==> config.mk <==
export PLATFORM = sky130hd
export DESIGN_NAME = i8035_mem_arb
export DESIGN_NICKNAME = d
export VERILOG_FILES = /design/src/rtl/i8035_mem_arb.sv
export SDC_FILE = /design/constraint.sdc
export NUM_CORES = 1
export LEC_CHECK = 0
export BUFFER_PORTS_ARGS = -buffer_cell sky130_fd_sc_hd__buf_2
export CAP_MARGIN = 5
export CORE_AREA = 2 2 77 79
export CTS_CLUSTER_SIZE = 16
export DETAILED_ROUTE_END_ITERATION = 6
export DIE_AREA = 0 0 79 81
export PLACE_DENSITY = 0.89
export SLEW_MARGIN = 15
export SYNTH_ARGS = -nofsm -noshare
export SYNTH_HDL_FRONTEND = slang
export SYNTH_SLANG_ARGS = --single-unit
export TNS_END_PERCENT = 10
==> constraint.sdc <==
create_clock -name I_CLK -period 2.76 [get_ports I_CLK]
set_input_delay 0.414 -clock I_CLK [delete_from_list [all_inputs] [get_ports I_CLK]]
set_output_delay 0.414 -clock I_CLK [all_outputs]
set_load 0.01 [all_outputs]
==> src/rtl/i8035_mem_arb.sv <==
// ---------------------------------------------------------------------------
// i8035_mem_arb
// External bus sequencer for the 8035 sound CPU. It shares one single-port
// external memory between CPU program fetches / MOVX reads and the ROM loader.
// CPU strobes are turned into requests, a req/ack handshake runs to memory,
// and the fetched byte is returned on O_DB.
//
// Ports
//   I_CLK, I_RSTn        clock, asynchronous active-low reset
//   I_ALE, I_PSENn,
//   I_RDn, I_DB, I_P2    CPU bus strobes, multiplexed A7:0 / port 2 (A11:8)
//   O_DB                 byte returned to the CPU data-in bus
//   I_LD_REQ/ADDR/DATA   loader write request (level) with address and data
//   O_LD_ACK             one-cycle pulse when the loader write completes
//   O_MEM_REQ/WE/ADDR/DI memory request, held stable until I_MEM_ACK
//   I_MEM_ACK, I_MEM_DO  memory completion pulse and read data
//   O_LATE               one-cycle pulse when an ack is LATE_CYC cycles late
// ---------------------------------------------------------------------------
module i8035_mem_arb #(
   parameter int LATE_CYC = 24
) (
   input  logic        I_CLK,
   input  logic        I_RSTn,
   input  logic        I_ALE,
   input  logic        I_PSENn,
   input  logic        I_RDn,
   input  logic [7:0]  I_DB,
   input  logic [7:0]  I_P2,
   output logic [7:0]  O_DB,
   input  logic        I_LD_REQ,
   input  logic [12:0] I_LD_ADDR,
   input  logic [7:0]  I_LD_DATA,
   output logic        O_LD_ACK,
   output logic        O_MEM_REQ,
   output logic        O_MEM_WE,
   output logic [12:0] O_MEM_ADDR,
   output logic [7:0]  O_MEM_DI,
   input  logic        I_MEM_ACK,
   input  logic [7:0]  I_MEM_DO,
   output logic        O_LATE
);

   localparam int CNT_W = $clog2(LATE_CYC + 1);
   localparam logic [CNT_W-1:0] LATE_MAX = CNT_W'(LATE_CYC);
   localparam logic [CNT_W-1:0] LATE_PRE = CNT_W'(LATE_CYC - 1);

   typedef enum logic [1:0] {
      S_IDLE,
      S_CPU_WAIT,
      S_CPU_HOLD,
      S_LD_WAIT
   } state_t;

   state_t            state;
   logic [7:0]        a_lo;
   logic              psen_p0, psen_p1;
   logic              rd_p0, rd_p1;
   logic              fall_psen, fall_rd, cpu_edge, edge_incoming;
   logic              pend_vld, pend_movx, cur_movx;
   logic [12:0]       pend_addr;
   logic [CNT_W-1:0]  late_cnt;
   logic              unused_p2;

   // Only A11:8 of port 2 reach the memory address.
   assign unused_p2 = ^I_P2[7:4];

   // Edges come from two registered samples so the request is born in a
   // clean cycle; FETCH wins when both strobes fall together.
   assign fall_psen = psen_p1 & ~psen_p0;
   assign fall_rd   = rd_p1 & ~rd_p0;
   assign cpu_edge  = fall_psen | fall_rd;

   // An edge already seen on the pins but not yet registered. The loader is
   // held off while one is in flight so a simultaneous CPU strobe wins.
   assign edge_incoming = (psen_p0 & ~I_PSENn) | (rd_p0 & ~I_RDn);

   // ---- stage p0/p1: address latch and strobe sampling ----
   always_ff @(posedge I_CLK or negedge I_RSTn) begin
      if (!I_RSTn) begin
         a_lo    <= 8'h00;
         psen_p0 <= 1'b1;
         psen_p1 <= 1'b1;
         rd_p0   <= 1'b1;
         rd_p1   <= 1'b1;
      end else begin
         if (I_ALE)
            a_lo <= I_DB;
         psen_p0 <= I_PSENn;
         psen_p1 <= psen_p0;
         rd_p0   <= I_RDn;
         rd_p1   <= rd_p0;
      end
   end

   // Pending address is data only; its valid flag lives with the FSM.
   always_ff @(posedge I_CLK) begin
      if (cpu_edge)
         pend_addr <= {~fall_psen, I_P2[3:0], a_lo};
   end

   // ---- stage p2: arbitration FSM and memory handshake ----
   always_ff @(posedge I_CLK or negedge I_RSTn) begin
      if (!I_RSTn) begin
         state      <= S_IDLE;
         O_DB       <= 8'hFF;
         O_MEM_REQ  <= 1'b0;
         O_MEM_WE   <= 1'b0;
         O_MEM_ADDR <= 13'h0000;
         O_MEM_DI   <= 8'h00;
         O_LD_ACK   <= 1'b0;
         pend_vld   <= 1'b0;
         pend_movx  <= 1'b0;
         cur_movx   <= 1'b0;
      end else begin
         O_LD_ACK <= 1'b0;
         case (state)
            S_IDLE: begin
               if (pend_vld) begin
                  O_MEM_REQ  <= 1'b1;
                  O_MEM_WE   <= 1'b0;
                  O_MEM_ADDR <= pend_addr;
                  cur_movx   <= pend_movx;
                  state      <= S_CPU_WAIT;
               end else if (I_LD_REQ && !cpu_edge && !edge_incoming && !O_LD_ACK) begin
                  // The O_LD_ACK guard gives the loader one cycle to drop
                  // its level request before it could be re-accepted.
                  O_MEM_REQ  <= 1'b1;
                  O_MEM_WE   <= 1'b1;
                  O_MEM_ADDR <= I_LD_ADDR;
                  O_MEM_DI   <= I_LD_DATA;
                  state      <= S_LD_WAIT;
               end
            end
            S_CPU_WAIT: begin
               if (I_MEM_ACK) begin
                  O_DB      <= I_MEM_DO;
                  O_MEM_REQ <= 1'b0;
                  if (cur_movx ? !rd_p0 : !psen_p0)
                     state <= S_CPU_HOLD;
                  else
                     state <= S_IDLE;
               end
            end
            S_CPU_HOLD: begin
               if (psen_p0 && rd_p0)
                  state <= S_IDLE;
            end
            S_LD_WAIT: begin
               if (I_MEM_ACK) begin
                  O_MEM_REQ <= 1'b0;
                  O_LD_ACK  <= 1'b1;
                  state     <= S_IDLE;
               end
            end
            default: state <= S_IDLE;
         endcase

         // A new edge overwrites the pending slot, even on the issue cycle.
         if (cpu_edge) begin
            pend_vld  <= 1'b1;
            pend_movx <= ~fall_psen;
         end else if (state == S_IDLE && pend_vld) begin
            pend_vld <= 1'b0;
         end
      end
   end

   // Late watchdog: counts request cycles, saturates so it fires once.
   always_ff @(posedge I_CLK or negedge I_RSTn) begin
      if (!I_RSTn) begin
         late_cnt <= '0;
         O_LATE   <= 1'b0;
      end else begin
         O_LATE <= 1'b0;
         if (!O_MEM_REQ || I_MEM_ACK) begin
            late_cnt <= '0;
         end else if (late_cnt != LATE_MAX) begin
            late_cnt <= late_cnt + 1'b1;
            if (late_cnt == LATE_PRE)
               O_LATE <= 1'b1;
         end
      end
   end

endmodule

==> results of run 1 <==
[logic make-up after synthesis]
group / after synthesis / share of synthesized area
compound gates: 21 / 0.07718
xor+xnor: 4 / 0.01294
fa+ha+maj: 2 / 0.009241
buf+inv: 12 / 0.02541
flops: 68 / 0.6580
mux: 25 / 0.1118
simple gates: 47 / 0.1054
[final timing paths]
kind                              from              to  slack [ps]  depth (start not counted)
worst max-delay path             rd_p0     O_MEM_DI[4]         680                          4
worst min-delay path            I_RSTn  O_MEM_ADDR[11]          80                          1
worst max register to register   rd_p0     O_MEM_DI[4]         680                          4
worst min register to register   rd_p0           rd_p1         400                          0
max in group asynchronous       I_RSTn         O_DB[4]        2020                          2
min in group I_CLK               I_RDn           rd_p0         190                          1
[report_power, final]
part,internal [W],total [W],switching [W]
registers,0.00136,0.00154,0.000178
logic,0.000543,0.000997,0.000454
clock network,0.000503,0.000858,0.000355
total,0.00241,0.00340,0.000988
[per-stage QoR]
step,hold WS [ps],area [µm²]
floorplan,118.4,2708
global placement,384.6,3159
detailed placement,387.3,3159
CTS,173.6,3374
global route,139.3,3377
finish,78.68,3377
[sequential cells by signal, indices dropped and copies added (netlist names), 2 cells and up]
name / flops
O_MEM_ADDR: 13
late_cnt: 5
state: 2
a_lo: 8
pend_addr: 13
O_DB: 8
O_MEM_DI: 8
[cell usage in the layout (no fill, tap or decap), types with 5 or more instances in the layout]
| cell | count |
|---|---|
| buf_2 | 79 |
| dfrtp_1 | 43 |
| mux2_2 | 18 |
| or2_2 | 14 |
| edfxtp_1 | 13 |
| dfstp_2 | 12 |
| nor2_1 | 9 |
| o221a_2 | 9 |
| clkbuf_8 | 9 |
| mux2_4 | 6 |
| nand2b_1 | 5 |
| nand2_1 | 5 |
[routing by layer]
metal	GRT usage	wire (µm)
met5	0	0
met4	0.07241	66
met3	0.04889	365
met2	0.2703	2429
met1	0.1924	2084
[cell type report]
| type | count | area (µm²) |
|---|---|---|
| flip-flops and latches | 68 | 1782 |
| clock inverters | 7 | 91.34 |
| multi-input cells | 99 | 857.1 |
| repair buffers | 82 | 417.9 |
| well taps | 75 | 93.84 |
| clock buffers | 9 | 123.9 |
| fillers | 484 | 2298 |
| inverters | 3 | 11.26 |
==> reports/metrics.cfg, run 1 <==
[clocking]
post_cts_buffers=0
clkSinkCount=68
cts_tree=built
htreeDepth=3
cts_hold_buf=0
cts_root_buffer=clkbuf_8
clkTransAtPathRegs_ps=70
clockBufferDepth=2
cts_buffers=9
cts_resized=0
clock_latency_ps=320

[worst_setup_path]
path_max_fanout=22
critPathSlowestCell=or4b_4
required_ps=2970
endpoint_kind=flip-flop
cp.arrival_ps=2290
critPathTopFamily=simple AND/OR/NAND/NOR gates
critical-path-max-stage-delay_ps=720
path_cells=or2b_2, nand2_4, or4b_4, mux2_4
path_class=flip-flop to flip-flop
timing.critical_path.buf_inv=0
critPathLaunchType=flip-flop

[cells_and_area]
syn_to_final_growth_pct=24.72
layout.nets=317
fin_util=0.5950
antenna_cells=0
instances_no_fill=343
drive_above_1_share=0.6007

[die]
die_h_um=81
ioPinCount=85
rows=28
dieArea_mm2=0.006399
coreArea_mm2=0.005675
start_util=0.4771
die_w_um=79

[sta]
max_slew_margin=0.5962
fin_worst_skew_ps=7.223
drv_slew=0
setup_viol=0
worst_pin_slew_ps=605.6
fin_crit_sh=0.7540
finalHoldViolCount=0
min_period_ps=2081
setup_tns_ps=0
max_freq_mhz=480.5
fin_ws_ps=679.0
rsz0062_at_grt=false

[pwr]
p_total_w=0.003397
power.density_mw_per_mm2=1006
cellLeakagePower_nw=1.537
irDropWorstVdd_mv=0.5811

[drt]
wl_per_cell_um=14.42
ant_nets=0
firstDrtPassIters=4
vias=1702
routed_wl_um=4946
via_per_inst=4.962
drcViolationCount=0
drtIter0Drc=45

[min_path]
worstHoldPathType=input pin to async pin

[global_route]
grt_pass1_vias=1666
grt_max_degree=49
grt_overflow_total=0
grt_usage=0.1610
grt_pass1_wl_um=7783
antenna_found_initial=0

[yosys]
synth_top_area_cell=dfrtp_1
synth_cell_types=35
yosysWarningCount=0
synth.most_common_cell=dfrtp_1
synth_area_leaders=dfrtp_1 40%, edfxtp_1 14%, dfstp_2 12%
netlist_area_mm2=0.002708
synth.net_count=233
async_reset_ff_frac=0.8088
synth_top_area_frac=0.3974
syn_inst=179
synthTopCellsByCount=43 x dfrtp_1, 18 x mux2_2, 14 x or2_2
synth-edff-count=13
ys_ff_latch=68
synth-seq-area-share=0.6580
ys.flop_type=dfrtp_1
avgSynthCellArea_um2=15.13

[flow_run]
maxCapViolCount=0

[placement]
place.gp.congestion=0.6910
dp_worst_setup_slack_ps=675.6
hpwlAfterDp_um=3595
io_buffers=80
dp.cells=327

[status]
outcome=finished, final reports clean

(Power assumes the default switching activity.)
==> inputs of run 2 (changes only) <==
Settings changed: CORE_AREA 2 2 77 79 to 2 2 81 83, DIE_AREA 0 0 79 81 to 0 0 83 85, PLACE_DENSITY 0.89 to 0.85.
Clock period 2.76 ns to 1.9 ns, I/O delays scaled along.
==> reports/metrics.cfg, run 2 (synthesis results as in run 1) <==
[clocking]
clockBufferDepth=2
cts_tree=built
cts_buffers=9
htreeDepth=3
clkTransAtPathRegs_ps=70
post_cts_buffers=0
cts_root_buffer=clkbuf_8
clkSinkCount=68
clock_latency_ps=330

[global_route]
antenna_found_initial=0
grt_pass1_vias=1824
grt_pass1_wl_um=8625
grt_usage=0.1565
grt_overflow_total=0
grt_max_degree=24

[placement]
dp_worst_setup_slack_ps=-7.221
io_buffers=80
dp.cells=340
hpwlAfterDp_um=3799
place.gp.congestion=0.8034

[sta]
min_period_ps=1886
max_freq_mhz=530.2
drv_slew=0
setup_viol=0
fin_worst_skew_ps=8.870
fin_crit_sh=0.9927
fin_ws_ps=13.92
finalHoldViolCount=0
rsz0062_at_grt=true
max_slew_margin=0.6680
worst_pin_slew_ps=498.0

[cells_and_area]
final_common_cell=buf_2
layout.nets=330
seqCellArea_mm2=0.001782
fillers=527
multi_input_area_um2=889.6
instances_no_fill=358
antenna_cells=0
layout_common_cells=80 x buf_2, 43 x dfrtp_1, 18 x mux2_2
largestRegisters=O_MEM_ADDR x13, pend_addr x13
syn_to_final_growth_pct=30.73
drive_above_1_share=0.6228

[pwr]
cellLeakagePower_nw=1.629
swShare=0.2838
p_int_w=0.003738
p_total_w=0.005219
switchingPower_w=0.001481
power_frac_seq=0.421
irDropWorstVdd_mv=0.6603
clkPwrFrac=0.276
power.density_mw_per_mm2=1474
comb_power_share=0.303

[min_path]
hold_path.startpoint=I_RDn
worstHoldPathType=input pin to flip-flop
min_to=rd_p0
holdPathStages=1

[worst_setup_path]
path_class=flip-flop to flip-flop
critPathTopFamily=simple AND/OR/NAND/NOR gates
required_ps=2110
reg2reg_to=O_MEM_DI[6]
critPathLaunchType=flip-flop
endpoint_kind=flip-flop
path_max_fanout=11
path_cells=buf_4, nand2b_1, nand4b_1, or4b_4, mux2_4
timing.critical_path.buf_inv=1
reg2reg_from=rd_p0
reg2reg_slack_ps=10
r2r_cells=5
cp.arrival_ps=2100
critPathSlowestCell=or4b_4
critical-path-max-stage-delay_ps=670

[status]
outcome=finished, final reports clean

[drt]
vias=1773
ant_nets=0
wl_per_cell_um=14.76
drtIter0Drc=54
firstDrtPassIters=4
routed_wl_um=5283
via_per_inst=4.953
drcViolationCount=0

[flow_run]
maxCapViolCount=0

[die]
coreArea_mm2=0.006205
ioPinCount=85
die_w_um=83
start_util=0.4364
die_h_um=85
rows=29
dieArea_mm2=0.007055

==> run 2: cell type report <==
class,count,share of cell area
sequential,68,0.5034
multi-input combinational,100,0.2513
timing repair buffer,94,0.1446
clock buffer,10,0.03888
clock inverter,6,0.03146
tap,77,0.02722
inverter,3,0.003181
==> run 2: worst max path at each step <==
stage / start / slack [ps] / cells after the start / endpoint
final: rd_p0 / 10 / 5 / O_MEM_DI[6]
after global routing: psen_p0 / -20 / 4 / O_MEM_DI[6]
after CTS: rd_p0 / -30 / 4 / O_MEM_DI[2]
after detailed placement: psen_p0 / -7 / 4 / O_MEM_DI[2]
after global placement: rd_p0 / 20 / 4 / O_MEM_DI[6]
after floorplan: psen_p0 / -80 / 6 / O_MEM_DI[2]
==> run 2: metal layers <==
metal  wire (µm)  global-route usage  vias up
li1            -                   -      838
met1        2309              0.1940      874
met2        2624              0.2559       55
met3         279             0.03794        6
met4          69             0.08197        0
met5           0                   0        -
==> run 2: power groups by stage <==
stage	logic (W)	registers [W]	clock network [W]
after floorplan	0.000831	0.00235	0
after global placement	0.00154	0.00220	0
after detailed placement	0.00159	0.00222	0
after CTS	0.00159	0.00219	0.00148
after global routing	0.00174	0.00225	0.00155
final	0.00158	0.00220	0.00144
==> run 2: through the flow <==
step	cell area [µm²]	TNS (ps)	utilization	hold WS, ps
final	3540	0	0.5705	55.23
after global routing	3540	-101.1	0.5705	32.23
after CTS	3515	-140.8	0.5664	36.51
after detailed placement	3256	-26.05	0.5247	284.7
after global placement	3256	0	0.5247	270.3
after floorplan	2723	-828.2	-	-10.59
==> run 2: repair_timing <==
action / in CTS / in global routing
gates cloned: 0 / 1
resized for setup: 0 / 3
pin swaps: 0 / 2
endpoints found under the setup margin: 11 / 21
endpoints found under the hold margin: 13 / 0
hold buffers: 1 / 0
